### src/rtl/fetch_pkg.sv
// Shared types and constants for the DRAM read-fetch engine.
// Holds the fetch FSM state encoding and FIFO pointer-width helpers.
package fetch_pkg;

    typedef enum logic [1:0] {
        IDLE  = 2'd0,
        ISSUE = 2'd1,
        DRAIN = 2'd2
    } fetch_state_t;

    localparam int FIFO_DEPTH_DEF = 4;

    // Pointer width for a power-of-two FIFO; at least 1 bit.
    function automatic int fifo_ptr_w(input int depth);
        return (depth > 1) ? $clog2(depth) : 1;
    endfunction

    localparam int FIFO_PTR_W = $clog2(FIFO_DEPTH_DEF);

endpackage

### src/rtl/fetch_fifo.sv
// Synchronous return-data FIFO for dram_rd_fetch (power-of-two DEPTH).
// Ports: clk, srst, push/din, pop/dout, full, empty, count.
module fetch_fifo
    import fetch_pkg::*;
#(
    parameter int  WIDTH = 32,
    parameter int  DEPTH = 4,
    localparam int PW    = fifo_ptr_w(DEPTH)
) (
    input  logic             clk,
    input  logic             srst,
    input  logic             push,
    input  logic [WIDTH-1:0] din,
    input  logic             pop,
    output logic [WIDTH-1:0] dout,
    output logic             full,
    output logic             empty,
    output logic [PW:0]      count
);

    logic [WIDTH-1:0] mem [DEPTH];
    logic [PW-1:0]    wr_ptr;
    logic [PW-1:0]    rd_ptr;
    logic [PW:0]      cnt;
    logic             do_push;
    logic             do_pop;

    assign empty   = (cnt == '0);
    assign full    = (cnt == (PW+1)'(DEPTH));
    assign count   = cnt;
    assign do_pop  = pop && !empty;
    // A push into a full FIFO is legal when a pop frees a slot.
    assign do_push = push && (!full || do_pop);
    assign dout    = empty ? '0 : mem[rd_ptr];

    always_ff @(posedge clk) begin
        if (srst) begin
            wr_ptr <= '0;
            rd_ptr <= '0;
            cnt    <= '0;
        end else begin
            if (do_push)
                wr_ptr <= wr_ptr + PW'(1);
            if (do_pop)
                rd_ptr <= rd_ptr + PW'(1);
            case ({do_push, do_pop})
                2'b10:   cnt <= cnt + (PW+1)'(1);
                2'b01:   cnt <= cnt - (PW+1)'(1);
                default: cnt <= cnt;
            endcase
        end
    end

    always_ff @(posedge clk) begin
        if (do_push)
            mem[wr_ptr] <= din;
    end

endmodule

### src/rtl/dram_rd_fetch.sv
// DRAM read-fetch engine: issues req_len word reads from req_base and
// streams the returned words to a valid/ready consumer via a FIFO.
// Ports: req_* (request), dram_* (read strobe/addr, 1-cycle return),
// out_* (stream, out_last on final word), busy, done (1-cycle pulse).
// Macro DRAM_RD_FETCH_STRIDE_EN adds ROW_STRIDE and req_cols for
// 2-D (row/column) addressing; default build is linear addressing.
module dram_rd_fetch
    import fetch_pkg::*;
#(
    parameter int DATA_WIDTH = 32,
    parameter int ADDR_WIDTH = 18,
    parameter int LEN_WIDTH  = 12,
    parameter int FIFO_DEPTH = 4
`ifdef DRAM_RD_FETCH_STRIDE_EN
    ,
    parameter int ROW_STRIDE = 32
`endif
) (
    input  logic                  clk,
    input  logic                  srst,
    input  logic                  req_valid,
    output logic                  req_ready,
    input  logic [ADDR_WIDTH-1:0] req_base,
    input  logic [LEN_WIDTH-1:0]  req_len,
`ifdef DRAM_RD_FETCH_STRIDE_EN
    input  logic [LEN_WIDTH-1:0]  req_cols,
`endif
    output logic                  dram_en_rd,
    output logic [ADDR_WIDTH-1:0] dram_addr_rd,
    input  logic                  dram_valid,
    input  logic [DATA_WIDTH-1:0] dram_data,
    output logic                  out_valid,
    input  logic                  out_ready,
    output logic [DATA_WIDTH-1:0] out_data,
    output logic                  out_last,
    output logic                  busy,
    output logic                  done
);

    localparam int PW = fifo_ptr_w(FIFO_DEPTH);
    localparam logic [PW+1:0] DEPTH_C = (PW+2)'(FIFO_DEPTH);

    fetch_state_t state_q;
    fetch_state_t state_d;

    logic [LEN_WIDTH-1:0]  len_q;
    logic [LEN_WIDTH-1:0]  issue_cnt_q;
    logic [LEN_WIDTH-1:0]  pop_cnt_q;
    logic                  inflight_q;
    logic                  done_q;
    logic [ADDR_WIDTH-1:0] rd_addr;
    logic                  accept;
    logic                  rd_en;
    logic                  last_issue;
    logic                  last_word;
    logic                  push;
    logic                  pop;
    logic                  fifo_full;
    logic                  fifo_empty;
    logic [PW:0]           fifo_count;
    logic [PW+1:0]         occupancy;

    // Occupancy counts the read whose data lands this cycle, so a new
    // read is only issued when its return is guaranteed a slot.
    assign occupancy  = {1'b0, fifo_count} + (PW+2)'(inflight_q);
    assign accept     = req_valid && req_ready;
    assign last_issue = rd_en && (issue_cnt_q + LEN_WIDTH'(1) == len_q);
    assign last_word  = (pop_cnt_q + LEN_WIDTH'(1) == len_q);
    // Only returns of reads issued since reset are accepted, which
    // drops a stale beat arriving just after a mid-request reset.
    assign push       = dram_valid && inflight_q;
    assign pop        = out_valid && out_ready;

    always_ff @(posedge clk) begin
        if (srst)
            state_q <= IDLE;
        else
            state_q <= state_d;
    end

    always_comb begin
        state_d = state_q;
        case (state_q)
            IDLE:    if (accept && req_len != '0) state_d = ISSUE;
            ISSUE:   if (last_issue) state_d = DRAIN;
            DRAIN:   if (pop && out_last) state_d = IDLE;
            default: state_d = IDLE;
        endcase
    end

    always_comb begin
        req_ready    = (state_q == IDLE) && !srst;
        busy         = (state_q != IDLE);
        rd_en        = (state_q == ISSUE) && (occupancy < DEPTH_C);
        dram_en_rd   = rd_en;
        dram_addr_rd = rd_en ? rd_addr : '0;
        out_valid    = !fifo_empty;
        out_last     = out_valid && busy && last_word;
        done         = done_q;
    end

    always_ff @(posedge clk) begin
        if (srst) begin
            len_q       <= '0;
            issue_cnt_q <= '0;
            pop_cnt_q   <= '0;
            inflight_q  <= 1'b0;
            done_q      <= 1'b0;
        end else begin
            inflight_q <= rd_en;
            done_q     <= (accept && req_len == '0) || (pop && out_last);
            if (accept) begin
                len_q       <= req_len;
                issue_cnt_q <= '0;
                pop_cnt_q   <= '0;
            end else begin
                if (rd_en)
                    issue_cnt_q <= issue_cnt_q + LEN_WIDTH'(1);
                if (pop)
                    pop_cnt_q <= pop_cnt_q + LEN_WIDTH'(1);
            end
        end
    end

`ifdef DRAM_RD_FETCH_STRIDE_EN
    logic [ADDR_WIDTH-1:0] row_q;
    logic [LEN_WIDTH-1:0]  col_q;
    logic [LEN_WIDTH-1:0]  cols_q;

    always_ff @(posedge clk) begin
        if (srst) begin
            row_q  <= '0;
            col_q  <= '0;
            cols_q <= '0;
        end else if (accept) begin
            row_q  <= req_base;
            col_q  <= '0;
            cols_q <= req_cols;
        end else if (rd_en) begin
            // >= keeps a zero column count from running away.
            if (col_q + LEN_WIDTH'(1) >= cols_q) begin
                col_q <= '0;
                row_q <= row_q + ADDR_WIDTH'(ROW_STRIDE);
            end else begin
                col_q <= col_q + LEN_WIDTH'(1);
            end
        end
    end

    assign rd_addr = row_q + ADDR_WIDTH'(col_q);
`else
    logic [ADDR_WIDTH-1:0] addr_q;

    always_ff @(posedge clk) begin
        if (srst)
            addr_q <= '0;
        else if (accept)
            addr_q <= req_base;
        else if (rd_en)
            addr_q <= addr_q + ADDR_WIDTH'(1);
    end

    assign rd_addr = addr_q;
`endif

    always_ff @(posedge clk) begin
        if (!srst)
            assert (!(push && fifo_full));
    end

    fetch_fifo #(
        .WIDTH (DATA_WIDTH),
        .DEPTH (FIFO_DEPTH)
    ) u_fifo (
        .clk   (clk),
        .srst  (srst),
        .push  (push),
        .din   (dram_data),
        .pop   (pop),
        .dout  (out_data),
        .full  (fifo_full),
        .empty (fifo_empty),
        .count (fifo_count)
    );

endmodule

### config.mk
export PLATFORM = sky130hd
export DESIGN_NAME = dram_rd_fetch
export DESIGN_NICKNAME = d
export VERILOG_FILES = /design/src/rtl/fetch_pkg.sv /design/src/rtl/fetch_fifo.sv /design/src/rtl/dram_rd_fetch.sv
export SDC_FILE = /design/constraint.sdc
export NUM_CORES = 1
export LEC_CHECK = 0
export ABC_AREA = 1
export CAP_MARGIN = 20
export CELL_PAD_IN_SITES_DETAIL_PLACEMENT = 1
export CELL_PAD_IN_SITES_GLOBAL_PLACEMENT = 1
export CORE_MARGIN = 1.5
export CORE_UTILIZATION = 47
export CTS_BUF_LIST = sky130_fd_sc_hd__clkbuf_8
export CTS_CLUSTER_DIAMETER = 150
export DETAILED_ROUTE_END_ITERATION = 12
export MAX_ROUTING_LAYER = met4
export PLACE_DENSITY_LB_ADDON = 0.1
export SLEW_MARGIN = 25
export SYNTH_ARGS = -nofsm -noshare
export SYNTH_HDL_FRONTEND = slang
export SYNTH_HIERARCHICAL = 1
export SYNTH_SLANG_ARGS = --single-unit
### constraint.sdc
create_clock -name clk -period 9 [get_ports clk]
set_input_delay 1.35 -clock clk [delete_from_list [all_inputs] [get_ports clk]]
set_output_delay 1.35 -clock clk [all_outputs]
set_load 0.01 [all_outputs]
==> impl_metrics.json, run 1 <==
{
  "cts_root_buf": "clkbuf_8",
  "die_width_um": 143,
  "r2r_cells": 9,
  "place.gp.congestion": 0.794,
  "timing.final.crit_period_ns": 4.24,
  "grt_first_pass_wirelength_um": 38900,
  "clockBufferDepth": 2,
  "yosys_warnings": 6,
  "layout_common_cells": "200 x nor2_1, 153 x nand2_1, 128 x edfxtp_1",
  "io_buffers": 122,
  "max_cap_violations": 0,
  "drtPass1Iterations": 5,
  "setup_violations": 0,
  "grt_max_degree": 65,
  "worstMarginPinSlew_ns": 0.838,
  "reg2reg_to": "u_fifo/mem[1][3]",
  "finalNetCount": 1233,
  "finalCritPeriodShare_pct": 47.1,
  "area_delta_synth_final_pct": 20.0,
  "finalHoldViolCount": 0,
  "final_layout_size_suffix_gt1_share_pct": 6.67,
  "grt_pass1_vias": 7829,
  "ant_nets": 0,
  "cp-start-kind": "primary input",
  "dieArea_um2": 20400,
  "clk_latency_ns": 0.47,
  "io_pins": 123,
  "layout_commonest_cell": "nor2_1",
  "cts_made_buffers": 17,
  "diodes": 0,
  "clk_pin_slew_worst_paths_ns": 0.11,
  "clock.fmax_mhz": 236,
  "cp-end-kind": "output pin",
  "peakVddDrop_mv": 0.0892,
  "hold_end": "u_fifo/rd_ptr[1]",
  "fillers": 2268,
  "wl_per_cell_um": 16.7,
  "ff2ff_setup_slack_ns": 5.74,
  "finalClockSkew_ns": 0.0167,
  "num_vias": 7515,
  "antenna_found_initial": 0,
  "synth_fp_nets": 1124,
  "required_ns": 7.65,
  "start_util_pct": 47.6,
  "coreArea_um2": 19300,
  "track_usage_pct": 25.2,
  "gr-total-overflow": 0,
  "hp-class": "reg2reg",
  "critPathKind": "in2out",
  "p_total_w": 0.00173,
  "die_y_um": 143,
  "worstHoldPathCells": 2,
  "num_rows": 51,
  "vias_per_cell": 5.24,
  "hold_start": "u_fifo/rd_ptr[1]",
  "post_cts.repair.setup_buffers": 0,
  "clock-sinks": 195,
  "cp_max_fo": 14,
  "routed_wirelength_um": 24000,
  "htreeDepth": 4,
  "cts_tree": "built",
  "cts-resized-gates": 0,
  "max-slew-margin-rel_pct": 44.1,
  "drtIter0Drc": 343,
  "drc": 0,
  "synth_area_um2": 9210,
  "status": "finished, final reports clean",
  "critPathArrivalTime_ns": 2.89,
  "syn_inst": 1049,
  "r2r_start": "u_fifo/count[1]",
  "power_density_nw_per_um2": 156,
  "hpwl_um": 16600,
  "p_leak_nw": 4.16,
  "ctsHoldBuffers": 0,
  "avgSynthCellArea_um2": 8.78,
  "rsz0062_at_grt": "no",
  "fin_setup_tns_ns": 0,
  "drv_slew": 0
}
[power breakdown]
group	internal, W	leakage, nW	switching, W
Combinational	0.0000811	2.28	0.000111
Sequential	0.000973	1.70	0.0000203
Clock	0.000204	0.182	0.000339
[flip-flops by register name (all words and copies together) (netlist names), named ones only]
register and flops:
issue_cnt_q 12, len_q 12, u_fifo/wr_ptr 2, u_fifo/mem 128, state_q 2, inflight_q 1
addr_q 18, pop_cnt_q 12, u_fifo/rd_ptr 2, u_fifo/count 3, done 1
[stage by stage]
stage / cell area (µm²) / worst slack [ns] / cells / utilization, % / hold slack (ns)
after floorplan: 9210 / 5.11 / 1049 / - / 0.436
after global routing: 11000 / 4.53 / 1435 / 57.1 / 0.528
after detailed placement: 10600 / 4.75 / 1402 / 55.0 / 0.482
after global placement: 10600 / 4.77 / 1400 / 54.7 / 0.459
final: 11000 / 4.76 / 1435 / 57.1 / 0.508
after CTS: 11000 / 4.75 / 1433 / 56.9 / 0.502
[worst max-delay path: stages]
cell and delay, ns:
clkdlybuf4s50_1 0.69, nor2_1 0.28, clkdlybuf4s50_1 0.57
[final cells by class]
| class | count | area [µm²] | area share, % |
|---|---|---|---|
| Inverter | 121 | 455 | 4.12 |
| Tap cell | 265 | 332 | 3.00 |
| Clock inverter | 14 | 133 | 1.20 |
| Clock buffer | 17 | 234 | 2.12 |
| Timing Repair Buffer | 133 | 1370 | 12.4 |
| Multi-Input combinational cell | 690 | 3340 | 30.2 |
| Sequential cell | 195 | 5190 | 47.0 |
[worst max path at each step]
stage	endpoint	cells past startpoint	from	slack, ns
after global placement	req_ready	3	srst	4.77
after global routing	dram_addr_rd[16]	8	state_q[0]	4.53
final	req_ready	3	srst	4.76
after CTS	req_ready	3	srst	4.75
after floorplan	u_fifo/mem[0][0]	5	out_ready	5.11
after detailed placement	req_ready	3	srst	4.75
[routing by layer]
metal	GRT usage [%]	up-vias	routed length (µm)
li1	-	3696	-
met1	29.7	3640	10400
met2	44.5	146	12400
met3	4.53	33	831
met4	6.29	0	387
met5	-	-	0
Note: power is estimated with default switching activity, not from simulation.
==> inputs of run 2 (changes only) <==
--- a/config.mk
+++ b/config.mk
@@ -10,7 +10,7 @@
 export CELL_PAD_IN_SITES_DETAIL_PLACEMENT = 1
 export CELL_PAD_IN_SITES_GLOBAL_PLACEMENT = 1
 export CORE_MARGIN = 1.5
-export CORE_UTILIZATION = 47
+export CORE_UTILIZATION = 43
 export CTS_BUF_LIST = sky130_fd_sc_hd__clkbuf_8
 export CTS_CLUSTER_DIAMETER = 150
 export DETAILED_ROUTE_END_ITERATION = 12
==> constraint.sdc (replaced) <==
create_clock -name clk -period 3.92 [get_ports clk]
set_input_delay 0.588 -clock clk [delete_from_list [all_inputs] [get_ports clk]]
set_output_delay 0.588 -clock clk [all_outputs]
set_load 0.01 [all_outputs]
==> run 2 against run 1 <==
  * Sequential power increased by 130%
  * Global-route usage down 2.8 points
  * Utilization is 4.2 points lower
  * Clock power up 140%
  * Combinational power is 130% higher
  * Non-clock buffer count up 6
  * Final area up 0.76%
  * Worst hold slack worse by 0.026 ns
  * First-iteration DRC count shrank 0.58%
  * Count of clock-buffer cells in the layout unchanged
  * Largest cell class unchanged
==> impl_metrics.json, run 2 (synthesis gave the netlist of run 1 again) <==
{
  "area_delta_synth_final_pct": 20.9,
  "cts_tree": "built",
  "fin_setup_tns_ns": 0,
  "finalClockSkew_ns": 0.0225,
  "crit_path_frequent_cell": "nand2_1",
  "max_cap_violations": 0,
  "cp-start-kind": "flip-flop",
  "place.gp.congestion": 0.840,
  "diodes": 0,
  "ant_nets": 0,
  "wl_per_cell_um": 16.2,
  "regMostFlops": "u_fifo/mem",
  "top_usage_layer": "met2",
  "post_cts.repair.setup_buffers": 0,
  "finalCritPeriodShare_pct": 88.8,
  "power_density_nw_per_um2": 364,
  "vias_per_cell": 5.14,
  "critPathKind": "reg2out",
  "cpMaxStageDelayCell": "clkdlybuf4s50_1",
  "gr-total-overflow": 0,
  "dieArea_um2": 22300,
  "grt_first_pass_wirelength_um": 38000,
  "clk_pin_slew_worst_paths_ns": 0.11,
  "hpwl_um": 16400,
  "layout_common_cells": "200 x nor2_1, 153 x nand2_1, 128 x edfxtp_1",
  "drtIter0Drc": 341,
  "die_y_um": 149,
  "p_leak_nw": 4.20,
  "cts_made_buffers": 17,
  "cts_root_buf": "clkbuf_8",
  "use_met2_pct": 39.1,
  "cts-resized-gates": 0,
  "io_buffers": 122,
  "final_layout_size_suffix_gt1_share_pct": 7.14,
  "antenna_found_initial": 0,
  "routed_wirelength_um": 23600,
  "start_util_pct": 43.8,
  "num_rows": 53,
  "setup_violations": 0,
  "coreArea_um2": 21000,
  "finalHoldViolCount": 0,
  "drv_slew": 0,
  "p_total_w": 0.00405,
  "fillers": 2478,
  "clock.fmax_mhz": 287,
  "crit_chain": "ha_1 > nand2_2 > nor2_2 > nand2_1 > nor2_2 > nand2_1 > nand2_1 > nand2_1 > nand2_1 > nand2_2 > nor4_1 > clkdlybuf4s50_1",
  "drc": 0,
  "hold_ws_ns": 0.482,
  "cp_max_fo": 6,
  "clock-sinks": 195,
  "ctsHoldBuffers": 0,
  "slowest_delay_ns": 0.59,
  "io_pins": 123,
  "die_width_um": 149,
  "finalNetCount": 1239,
  "rsz0062_at_grt": "no",
  "grt_max_degree": 65,
  "critPathArrivalTime_ns": 2.89,
  "num_vias": 7457,
  "layout_commonest_cell": "nor2_1",
  "status": "finished, final reports clean",
  "timing.final.crit_period_ns": 3.48,
  "drtPass1Iterations": 4,
  "hp-class": "reg2reg",
  "largest_reg_flops": 128,
  "required_ns": 3.33,
  "use_met1_pct": 27.2,
  "reg_top3": "u_fifo/mem (128), addr_q (18)",
  "htreeDepth": 4,
  "track_usage_pct": 22.5,
  "use_met3_pct": 3.55,
  "worstMarginPinSlew_ns": 0.711,
  "cp-end-kind": "output pin",
  "clockBufferDepth": 2,
  "max-slew-margin-rel_pct": 52.6,
  "clk_latency_ns": 0.48,
  "peakVddDrop_mv": 0.223,
  "grt_pass1_vias": 7621
}
[run 2: routing by layer]
layer,up-vias,part of all wire (%)
met5,-,0
met4,0,1.1
met3,25,3.0
met2,131,50
met1,3593,45
li1,3708,-
[run 2: power breakdown]
group          total (W)  internal [W]  leakage, nW  switching [W]
clock network    0.00132      0.000491        0.204       0.000834
registers        0.00228       0.00223         1.70      0.0000470
logic           0.000445      0.000189         2.30       0.000256
total            0.00405       0.00291         4.20        0.00114
[run 2: worst paths after layout]
check                    from               end  slack (ns)  depth (start not counted)
max              pop_cnt_q[0]          out_last        0.44                         12
min          u_fifo/rd_ptr[0]         flip-flop        0.48                          1
max reg2reg   u_fifo/count[1]  u_fifo/mem[2][8]        1.15                         10
min reg2reg  u_fifo/rd_ptr[0]         flip-flop        0.48                          1
[run 2: metrics by stage]
stage                     instances  util (%)  cell area [µm²]  worst slack, ns
final                          1451      52.9            11100            0.440
after floorplan                1049         -             9210            0.466
after global placement         1420      51.0            10700            0.987
after global routing           1451      52.9            11100            0.134
after CTS                      1451      52.9            11100            0.378
after detailed placement       1420      51.0            10700            0.923
[run 2: worst max-delay path: cells and delay by family, from the launching register on]
family	cells	cell delay (ns)
adder cells (fa/ha/maj)	1	0.27
buffers and inverters	1	0.59
flip-flops	1	0.42
AND/OR/NAND/NOR	10	1.15
[run 2: layout make-up]
| cell class | instances | area [µm²] | share of cell area [%] |
|---|---|---|---|
| Tap cell | 275 | 344 | 3.09 |
| Clock inverter | 14 | 175 | 1.57 |
| Sequential cell | 195 | 5190 | 46.6 |
| Multi-Input combinational cell | 690 | 3340 | 30.0 |
| Inverter | 121 | 454 | 4.08 |
| Timing Repair Buffer | 139 | 1400 | 12.6 |
| Clock buffer | 17 | 234 | 2.10 |
==> inputs of run 3 (changes only) <==
--- a/config.mk
+++ b/config.mk
@@ -13,6 +13,7 @@
 export CORE_UTILIZATION = 43
 export CTS_BUF_LIST = sky130_fd_sc_hd__clkbuf_8
 export CTS_CLUSTER_DIAMETER = 150
+export CTS_CLUSTER_SIZE = 8
 export DETAILED_ROUTE_END_ITERATION = 12
 export MAX_ROUTING_LAYER = met4
 export PLACE_DENSITY_LB_ADDON = 0.1
==> results of run 3 <==
No change in the layout: final DEF, timing and power equal those of run 2.
